==> src/rtl/led_pkg.sv <==
// led_pkg: shared encodings for the LED pattern sequencer.
// Mode codes, per-mode seed patterns and bounce direction values.
package led_pkg;

   typedef enum logic [1:0] {
      MODE_RUN1   = 2'd0,
      MODE_RUN2   = 2'd1,
      MODE_BOUNCE = 2'd2,
      MODE_FILL   = 2'd3
   } mode_t;

   localparam logic [7:0] SEED_RUN1   = 8'h01;
   localparam logic [7:0] SEED_RUN2   = 8'h03;
   localparam logic [7:0] SEED_BOUNCE = 8'h01;
   localparam logic [7:0] SEED_FILL   = 8'h00;

   localparam logic DIR_LEFT  = 1'b0;
   localparam logic DIR_RIGHT = 1'b1;

   function automatic logic [7:0] seed_of(input mode_t m);
      logic [7:0] s;
      s = SEED_RUN1;
      unique case (m)
         MODE_RUN1:   s = SEED_RUN1;
         MODE_RUN2:   s = SEED_RUN2;
         MODE_BOUNCE: s = SEED_BOUNCE;
         MODE_FILL:   s = SEED_FILL;
      endcase
      return s;
   endfunction

endpackage

==> src/rtl/led_tick_gen.sv <==
// led_tick_gen: programmable prescaler producing the pattern step tick.
// Ports: clk, rs (sync high reset), en, speed[1:0] in; tick out (comb).
module led_tick_gen
   import led_pkg::*;
#(
   parameter int TICK_DIV = 50_000_000,
   parameter int CNT_W    = 26
) (
   input  logic       clk,
   input  logic       rs,
   input  logic       en,
   input  logic [1:0] speed,
   output logic       tick
);

   localparam logic [CNT_W-1:0] DIV = CNT_W'(TICK_DIV);

   logic [CNT_W-1:0] r_cnt;
   logic [CNT_W-1:0] w_last;
   logic             w_tick;

   // >= rather than == so a mid-count speed-up ticks at once
   // instead of wrapping the whole counter.
   assign w_last = (DIV >> speed) - CNT_W'(1);
   assign w_tick = en && (r_cnt >= w_last);
   assign tick   = w_tick;

   always_ff @(posedge clk) begin
      if (rs) begin
         r_cnt <= '0;
      end else if (!en || w_tick) begin
         r_cnt <= '0;
      end else begin
         r_cnt <= r_cnt + CNT_W'(1);
      end
   end

endmodule

==> src/rtl/led_pattern_ctrl.sv <==
// led_pattern_ctrl: 8-LED pattern sequencer (RUN1, RUN2, BOUNCE, FILL).
// Ports: clk, rs, en, mode[1:0], dir, speed[1:0] in; led[7:0], step out.
module led_pattern_ctrl
   import led_pkg::*;
#(
   parameter int TICK_DIV = 50_000_000,
   parameter int CNT_W    = 26
) (
   input  logic       clk,
   input  logic       rs,
   input  logic       en,
   input  logic [1:0] mode,
   input  logic       dir,
   input  logic [1:0] speed,
   output logic [7:0] led,
   output logic       step
);

   logic [7:0] r_led;
   mode_t      r_mode;
   logic       r_bdir;
   logic       r_step;

   logic       w_tick;
   mode_t      w_mode_in;
   logic [7:0] w_led_nxt;
   mode_t      w_mode_nxt;
   logic       w_bdir_nxt;
   logic       w_step_nxt;

   led_tick_gen #(
      .TICK_DIV (TICK_DIV),
      .CNT_W    (CNT_W)
   ) u_tick (
      .clk   (clk),
      .rs    (rs),
      .en    (en),
      .speed (speed),
      .tick  (w_tick)
   );

   assign w_mode_in = mode_t'(mode);

   always_comb begin
      w_led_nxt  = r_led;
      w_mode_nxt = r_mode;
      w_bdir_nxt = r_bdir;
      w_step_nxt = 1'b0;
      if (w_tick) begin
         w_step_nxt = 1'b1;
         if (w_mode_in != r_mode) begin
            // mode switch only reseeds; the first advance is next tick
            w_mode_nxt = w_mode_in;
            w_led_nxt  = seed_of(w_mode_in);
            w_bdir_nxt = DIR_LEFT;
         end else begin
            unique case (r_mode)
               MODE_RUN1, MODE_RUN2: begin
                  if (dir == DIR_LEFT)
                     w_led_nxt = {r_led[6:0], r_led[7]};
                  else
                     w_led_nxt = {r_led[0], r_led[7:1]};
               end
               MODE_BOUNCE: begin
                  if (r_bdir == DIR_LEFT) begin
                     if (r_led[7]) begin
                        w_bdir_nxt = DIR_RIGHT;
                        w_led_nxt  = r_led >> 1;
                     end else begin
                        w_led_nxt  = r_led << 1;
                     end
                  end else begin
                     if (r_led[0]) begin
                        w_bdir_nxt = DIR_LEFT;
                        w_led_nxt  = r_led << 1;
                     end else begin
                        w_led_nxt  = r_led >> 1;
                     end
                  end
               end
               MODE_FILL: begin
                  if (r_led == 8'hFF)
                     w_led_nxt = 8'h00;
                  else if (dir == DIR_LEFT)
                     w_led_nxt = {r_led[6:0], 1'b1};
                  else
                     w_led_nxt = {1'b1, r_led[7:1]};
               end
            endcase
         end
      end
   end

   always_ff @(posedge clk) begin
      if (rs) begin
         r_led  <= SEED_RUN1;
         r_mode <= MODE_RUN1;
         r_bdir <= DIR_LEFT;
         r_step <= 1'b0;
      end else begin
         r_led  <= w_led_nxt;
         r_mode <= w_mode_nxt;
         r_bdir <= w_bdir_nxt;
         r_step <= w_step_nxt;
      end
   end

   assign led  = r_led;
   assign step = r_step;

endmodule

==> config.mk <==
export PLATFORM = sky130hd
export DESIGN_NAME = led_pattern_ctrl
export DESIGN_NICKNAME = d
export VERILOG_FILES = /design/src/rtl/led_pkg.sv /design/src/rtl/led_tick_gen.sv /design/src/rtl/led_pattern_ctrl.sv
export SDC_FILE = /design/constraint.sdc
export NUM_CORES = 1
export LEC_CHECK = 0
export ABC_CLOCK_PERIOD_IN_PS = 2300
export BUFFER_PORTS_ARGS = -buffer_cell sky130_fd_sc_hd__clkbuf_2
export CORE_ASPECT_RATIO = 0.7
export CORE_MARGIN = 2
export CORE_UTILIZATION = 35
export CTS_CLUSTER_DIAMETER = 50
export CTS_CLUSTER_SIZE = 30
export DETAILED_ROUTE_END_ITERATION = 6
export MAX_ROUTING_LAYER = met4
export PLACE_DENSITY = 0.54
export SLEW_MARGIN = 10
export SYNTH_ARGS = -nofsm -noshare
export SYNTH_HDL_FRONTEND = slang
export SYNTH_SLANG_ARGS = --single-unit
==> constraint.sdc <==
create_clock -name clk -period 2.3 [get_ports clk]
set_input_delay 0.115 -clock clk [delete_from_list [all_inputs] [get_ports clk]]
set_output_delay 0.115 -clock clk [all_outputs]
set_load 0.01 [all_outputs]
* After elaboration in Yosys (flattened, before gate mapping)
Index checks and enable logic that the tools add are counted.
** Word-level totals
- Flip-flop bits (word level) :: 38
- Latch bits :: 0
- Bits in writable memories :: 0
- Memory bits (read-only) :: 0
- Input bits :: 8
- Output and inout bits :: 9
- Memories kept :: 0
** Operators by class
- $add $sub $neg :: 2
- Multipliers :: 0
- Divide/modulo/power cells :: 0
- $lt $le $gt $ge :: 1
- Eq/ne operators :: 8
- Shift-type cells :: 1
- Mux-type cells :: 15
- Bitwise gates (word level) :: 0
- Reductions and logical operators :: 11
** Operators by type and width (count)
- 2-to-1 mux 8 bit :: 7
- case mux 8 bit (3 select lines) :: 2
- adder 26 x 1 -> 26 bit (second input constant) :: 1
- greater-or-equal comparator 26 bit :: 1
- >> shifter 26 x 2 -> 26 bit (first input constant) :: 1
- subtractor 26 x 1 -> 26 bit (second input constant) :: 1
- == test 2 bit (second input constant) :: 4
- == test 8 bit (second input constant) :: 1
- 2-to-1 mux 1 bit :: 6
- OR reduction 2 bit :: 3
- == test 2 x 1 -> 1 bit (second input constant) :: 2
- logical NOT 2 bit :: 2
- AND reduction 2 bit :: 2
- inequality test 2 bit :: 1
- nonzero test 2 bit :: 1
- logical AND 1 bit :: 1
- logical NOT 1 bit :: 1
- logical OR 1 bit :: 1

* Logic depth before layout (Yosys ltp)
Gate-level depths: netlist of run 1.
- Word-level depth :: 6
- Gate-level depth with buffers :: 11
- Depth with buffers taken out :: 10

* Modules after synthesis
From an unflattened synthesis of run 1, not the netlist that was laid out.
** Second synthesis, totals
- Cells, all modules :: 305
- Area, all modules :: 2787.7 um^2
** By module, submodules not included
- led_tick_gen :: instances 1, cells an instance 199, area each 1943.1 um^2, sequential area each 520.5 um^2
- led_pattern_ctrl :: instances 1, cells an instance 106, area each 844.6 um^2, sequential area each 240.2 um^2

* Least setup slack after synthesis of run 1
OpenSTA, ideal clock, no wires.
- Path type :: input -> register
- Start :: input speed[1]
- End :: register u_tick.r_cnt[12]
- Data arrival time :: 1.999 ns
- Required time :: 2.236 ns
- Path slack :: 0.237 ns
- Stages :: 11
- Buffers on the path :: 1
- Path through :: nor2b_4 > inv_1 > ha_1 > ha_1 > a21oi_1 > o21ai_0 > nor3b_1 > o31ai_2 > nand4b_2 > buf_6 > nor2_1
** Between the ends
- Word-level cells in the longest chain between the ends :: 6
** Ends and longest elaborated chain
- from (decl) :: line led_pattern_ctrl.sv:14 : input logic [1:0] speed,
- >> shifter 26 x 2 -> 26 bit :: line led_tick_gen.sv:24 : assign w_last = (DIV >> speed) - CNT_W'(1);
- subtractor 26 x 1 -> 26 bit :: line led_tick_gen.sv:24
- greater-or-equal comparator 26 bit :: line led_tick_gen.sv:25 : assign w_tick = en && (r_cnt >= w_last);
- logical AND 1 bit :: line led_tick_gen.sv:25
- logical OR 1 bit :: line led_tick_gen.sv:31 : end else if (!en || w_tick) begin
- OR reduction 2 bit (no source line)
- to (signal assigned) :: line led_tick_gen.sv:34 : r_cnt <= r_cnt + CNT_W'(1);
- to (decl) :: line led_tick_gen.sv:18 : logic [CNT_W-1:0] r_cnt;
Every way passes these cells.
A chain may end at the register's enable or synchronous reset.

* Worst setup path after layout of run 1
Same ends and word-level chain as after synthesis.

==> flow_summary.ini, run 1 <==
[outcome]
outcome = finished, final reports clean

[critical_path]
path_class = in2reg
critical_path.endpoint_type = flip-flop
ff2ff_setup_slack_ps = 260
timing.critical_path.from_type = input port
arrival_ps = 2270
regToRegStartpoint = u_tick.r_cnt[17]
cp.required_ps = 2530
r2r.worst_path.cells = 8
reg2reg_to = u_tick.r_cnt[12]
path_max_fanout = 16

[floorplan]
rows = 25
dieHeight_um = 74.6
fp.dieW_um = 105
boundaryPins = 17
placeableCoreArea_sq_um = 6820
floorplan.die_area_sq_um = 7820
floorplan.initialDensity = 0.365

[timing]
final.min_clock_period_ps = 2050
layout_worst_path_cycle_share = 0.890
setup_violations = 0
rsz0062_at_grt = false
final.setup.tns_ps = 0
timing_max_transition_violations_final = 0
skew_ps = 5.59
hold_slack_ps = 158
max_freq_mhz = 488
finalHoldViolations = 0

[final_layout]
num-nets-final = 343
final_common_cell = nor2_1
fin_cells = 407
final_layout_size_suffix_gt1_frac = 0.141
num_antenna_cells = 0
fill_cells = 730
mostFrequentLayoutCells = 40 x nor2_1, 38 x dfxtp_1, 25 x nand2_1
area_growth_pct = 11.8

[place]
port-buffer-count = 16
dp_hpwl_mm = 3.90
place.detailed.instances = 400
place_congestion = 0.782

[cts]
later_pin_clock_latency_in_the_skew_report_ps = 290
cts_setup_buffers = 0
tritoncts_num_sinks = 38
cts_tree = done
cts_root_buffer = clkbuf_8
post_cts_resize_count = 0
tritoncts.num_buffers = 5
clockBufferDepth = 2
post_cts_clock_slew_at_the_launch_and_capture_registers_of_the_worst_setup_and_hold_paths_ps = 70
cts.hold.buffers_added = 0
h_tree_levels = 2

[yosys]
ys_dominant_reg_cell = dfxtp_1
synth_edf_count = 0
mappedNetlistArea_sq_um = 2490
async_set_or_reset_flop_fraction_in_the_synthesized_netlist = 0
ys_seq_elements = 38
syn_avg_cell_area_sq_um = 8.56
postSynthCellCount = 291
ys.warnings.count = 0
synth_cell_type_count = 44
ys_seq_area_frac = 0.305

[grt]
initial_antenna_violation_count = 0
grt_use_total = 0.153
grt.overflow.total = 0
first_global_vias = 1873
first_pass_grt_wire_length_mm = 9.22
largest_net_degree_at_the_start_of_global_routing = 20

[route]
detailroute.via_count = 1977
route.layer.met1.wl_mm = 3.02
post_drt_via_cell_ratio = 4.86
maxUsedRoutingLayer = met4
avgRoutedWirePerCell_um = 12.7
met2_length_mm = 1.88
antenna_violating_nets_post_route = 0
met3WireLength_um = 237
drt_pre_antenna_iters = 4
detail_route.wirelength_mm = 5.18
drt_drc_violations_left = 0
drt_first_iter_violations = 72

[hold_path]
hold_depth = 3
min-delay-start = mode[1]
worst_hold_path_type = in2reg
min_to = r_mode[1]

[power_and_ir_drop]
fin_total_pwr_uw = 1200
power.ir.vdd_worst_mv = 0.231
total_leakage_power_uw = 0.00118
powerDensity_nw_per_um2 = 429

[flow_run]
maxCapViolations = 0
==> cell usage after synthesis (4+ instances only) <==
library cell	count	share of area
xor2_1	10	0.035
nor2_1	40	0.060
ha_1	22	0.11
clkbuf_1	5	0.0075
nand2b_1	16	0.040
nand3_1	13	0.026
a21oi_1	16	0.032
nand4_1	10	0.025
dfxtp_1	38	0.31
nand2_1	25	0.038
mux2_2	4	0.018
inv_1	10	0.015
o21ai_0	9	0.018
mux2i_1	12	0.048
xnor2_1	17	0.060
and3_1	5	0.013
==> metal layers <==
metal  up-vias  track usage
li1       1057            -
met1       888        0.233
met2        28        0.197
met3         4       0.0359
met4         0       0.0370
met5         -            -
==> how the worst max path moves through the flow <==
| stage | start | to | slack, ps | cells past startpoint |
|---|---|---|---|---|
| after global routing | speed[1] | u_tick.r_cnt[12] | 90 | 12 |
| after global placement | speed[1] | led[7] | -10 | 11 |
| after CTS | u_tick.r_cnt[17] | u_tick.r_cnt[12] | 240 | 8 |
| final | speed[1] | u_tick.r_cnt[12] | 250 | 12 |
| after floorplan | speed[1] | u_tick.r_cnt[12] | 240 | 11 |
| after detailed placement | speed[1] | u_tick.r_cnt[12] | -40 | 12 |
==> per-stage QoR <==
step	setup WS (ps)	util	cell area, sq um
after floorplan	237	-	2490
after detailed placement	-37.0	0.397	2710
after CTS	241	0.408	2790
after global placement	-11.5	0.397	2710
after global routing	89.9	0.408	2790
final	253	0.408	2790
==> final cells by class <==
class / instances / area (sq um) / share of cell area
Clock buffer: 7 / 76.3 / 0.0274
Inverter: 10 / 37.5 / 0.0135
Multi-Input combinational cell: 235 / 1640 / 0.587
Sequential cell: 38 / 761 / 0.273
Tap cell: 94 / 118 / 0.0422
Timing Repair Buffer: 23 / 158 / 0.0566
==> worst max-delay path, stage by stage <==
cell and delay, ps:
clkbuf_2 130, nor2b_4 160, inv_1 50, ha_1 280
ha_1 290, a21oi_1 120, o21ai_0 90, nor3b_1 150
o31ai_2 330, nand4b_2 240, buf_12 210, nor2_1 110
==> cell families after synthesis <==
family	share of synthesized area
AO/OA/AOI/OAI	0.104
XOR/XNOR	0.0949
adder cells (fa/ha/maj)	0.110
buffers and inverters	0.0397
flip-flops	0.305
multiplexers	0.0663
other	0.00301
AND/OR/NAND/NOR	0.276
==> flip-flops by register name, summed over array words and instances, names as in the netlist <==
| register | cells |
|---|---|
| u_tick.r_cnt | 26 |
| step | 1 |
| r_bdir | 1 |
| r_mode | 2 |
| led | 8 |
==> report_power, final <==
group	internal (uW)	switching [uW]
Clock	209	227
Combinational	42.7	55.7
Sequential	659	1.09
(Power assumes the default switching activity.)
==> inputs of run 2 (changes only) <==
--- a/config.mk
+++ b/config.mk
@@ -5,7 +5,7 @@
 export SDC_FILE = /design/constraint.sdc
 export NUM_CORES = 1
 export LEC_CHECK = 0
-export ABC_CLOCK_PERIOD_IN_PS = 2300
+export ABC_CLOCK_PERIOD_IN_PS = 1600
 export BUFFER_PORTS_ARGS = -buffer_cell sky130_fd_sc_hd__clkbuf_2
 export CORE_ASPECT_RATIO = 0.7
 export CORE_MARGIN = 2
@@ -14,7 +14,7 @@
 export CTS_CLUSTER_SIZE = 30
 export DETAILED_ROUTE_END_ITERATION = 6
 export MAX_ROUTING_LAYER = met4
-export PLACE_DENSITY = 0.54
+export PLACE_DENSITY = 0.56
 export SLEW_MARGIN = 10
 export SYNTH_ARGS = -nofsm -noshare
 export SYNTH_HDL_FRONTEND = slang
==> constraint.sdc (replaced) <==
create_clock -name clk -period 1.6 [get_ports clk]
set_input_delay 0.08 -clock clk [delete_from_list [all_inputs] [get_ports clk]]
set_output_delay 0.08 -clock clk [all_outputs]
set_load 0.01 [all_outputs]
==> run 2 against run 1 <==
  * The run now ends with setup timing left
  * Clock skew about the same
  * Non-clock buffer count grew 64
  * Design area up 33%
  * Register-to-register slack worse by 670 ps
  * Sequential power is 42% higher
  * Flip-flop and latch count is the same
  * Power rose by 56%
  * Combinational power increased by 130%
  * Critical endpoint is now led[0]
  * Largest cell class unchanged
  * Highest routed layer unchanged
==> flow_summary.ini, run 2 (synthesis gave the netlist of run 1 again) <==
[outcome]
outcome = complete, but fails checks
failed_checks = setup timing

[grt]
first_global_vias = 2282
largest_net_degree_at_the_start_of_global_routing = 17
initial_antenna_violation_count = 0
grt.overflow.total = 0
grt_use_total = 0.188
first_pass_grt_wire_length_mm = 11.2

[place]
port-buffer-count = 16
postPlaceCellArea_sq_um = 3140
place_congestion = 0.858
dp_hpwl_mm = 4.66

[cts]
later_pin_clock_latency_in_the_skew_report_ps = 300
tritoncts.num_buffers = 5
clockBufferDepth = 2
cts_root_buffer = clkbuf_8
tritoncts_num_sinks = 38
h_tree_levels = 2
cts_tree = done
post_cts_clock_slew_at_the_launch_and_capture_registers_of_the_worst_setup_and_hold_paths_ps = 80

[critical_path]
r2r.worst_path.cells = 8
regToRegStartpoint = u_tick.r_cnt[25]
worstSetupStartpoint = u_tick.r_cnt[25]
timing.critical_path.from_type = flip-flop
path_max_fanout = 6
reg2reg_to = led[0]
critical_path.endpoint_type = flip-flop
path_class = reg2reg
arrival_ps = 2180
cp.required_ps = 1770
cp-endpoint = led[0]
ff2ff_setup_slack_ps = -410

[route]
detailroute.via_count = 2324
antenna_violating_nets_post_route = 0
avgRoutedWirePerCell_um = 14.7
met3WireLength_um = 209
met2_length_mm = 3.13
drt_pre_antenna_iters = 4
route.layer.met1.wl_mm = 3.48
drt_first_iter_violations = 67
maxUsedRoutingLayer = met4
drt_drc_violations_left = 0
post_drt_via_cell_ratio = 4.91
detail_route.wirelength_mm = 6.95

[timing]
skew_ps = 5.82
rsz0062_at_grt = true
final.setup.tns_ps = -14040
layout_worst_path_cycle_share = 1.25
postLayoutSetupSlackWorst_ps = -405
final.min_clock_period_ps = 2010
max_freq_mhz = 499
setup_violations = 38
finalHoldViolations = 0
timing_max_transition_violations_final = 0

[power_and_ir_drop]
power.ir.vdd_worst_mv = 0.303
powerDensity_nw_per_um2 = 505
total_leakage_power_uw = 0.00157

[floorplan]
floorplan.initialDensity = 0.365
dieHeight_um = 74.6
fp.dieW_um = 105
rows = 25
floorplan.die_area_sq_um = 7820
placeableCoreArea_sq_um = 6820
boundaryPins = 17

[final_layout]
largest_register_ffs = 26
final_cell_area_sq_um = 3700
final_layout_size_suffix_gt1_frac = 0.451
area_growth_pct = 48.6
final_common_cell = buf_4
num_antenna_cells = 0
largest-register = u_tick.r_cnt
num-nets-final = 408
mostFrequentLayoutCells = 64 x buf_4, 28 x nor2_1, 24 x nand2_1

[flow_run]
maxCapViolations = 0

[hold_path]
worst_hold_path_type = in2reg
-- run 2: cell types whose count changed in the layout (fill, tap and decap cells not counted), sizes merged --
| cell | change |
|---|---|
| buf | +64 |
| a21bo | +1 |
| clkbuf | -1 |
| clkinv | +1 |
| clkinvlp | +1 |
-- run 2: worst max-delay path, cell delays in order (launching register included) --
cell and delay (ps):
dfxtp_2 340, ha_4 270, nand4_1 140, or2_4 280, nor3b_4 200, o31ai_4 110
buf_12 150, a21bo_4 260, mux2i_1 130
-- run 2: metal layers --
| metal | vias to the layer above | GRT usage |
|---|---|---|
| met5 | - | - |
| met4 | 0 | 0.0578 |
| met3 | 14 | 0.0377 |
| met2 | 27 | 0.290 |
| met1 | 1100 | 0.249 |
| li1 | 1183 | - |
-- run 2: power by group --
group	internal, uW	switching, uW	total (uW)
clock	347	359	705
sequential	937	1.52	938
combinational	110	116	226
total	1390	477	1870
-- run 2: area by class of cell --
type	instances	area, sq um
well taps	94	118
clock buffers	6	82.6
inverters	10	37.5
repair buffers	87	693
fillers	641	3120
clock inverters	2	12.5
flip-flops and latches	38	797
multi-input cells	236	1960
-- run 2: worst min-delay path by stage --
stage	slack, ps	from	end	depth (start not counted)
after floorplan	230	mode[0]	r_mode[0]	2
after global placement	380	rs	step	2
after detailed placement	380	rs	step	2
after CTS	60	rs	step	2
after global routing	90	rs	step	2
final	70	rs	step	2
-- run 2: metrics by stage --
stage	std cells	hold WS [ps]	setup slack, ps	utilization	total power [uW]
3_3_place_gp	455	384	-580	0.461	1140
2_1_floorplan	292	232	-388	-	1060
3_5_place_dp	455	384	-667	0.461	1140
4_1_cts	467	61.8	-333	0.507	1870
5_1_grt	473	87.1	-474	0.543	1950
6_report	473	74.6	-405	0.543	1870
-- run 2: repair_timing --
item,in CTS,in global routing
hold buffers,0,0
gates resized for setup,34,38
pin swaps,10,12
endpoints found under the setup margin,38,38
buffers inserted,3,5
gates cloned,1,2
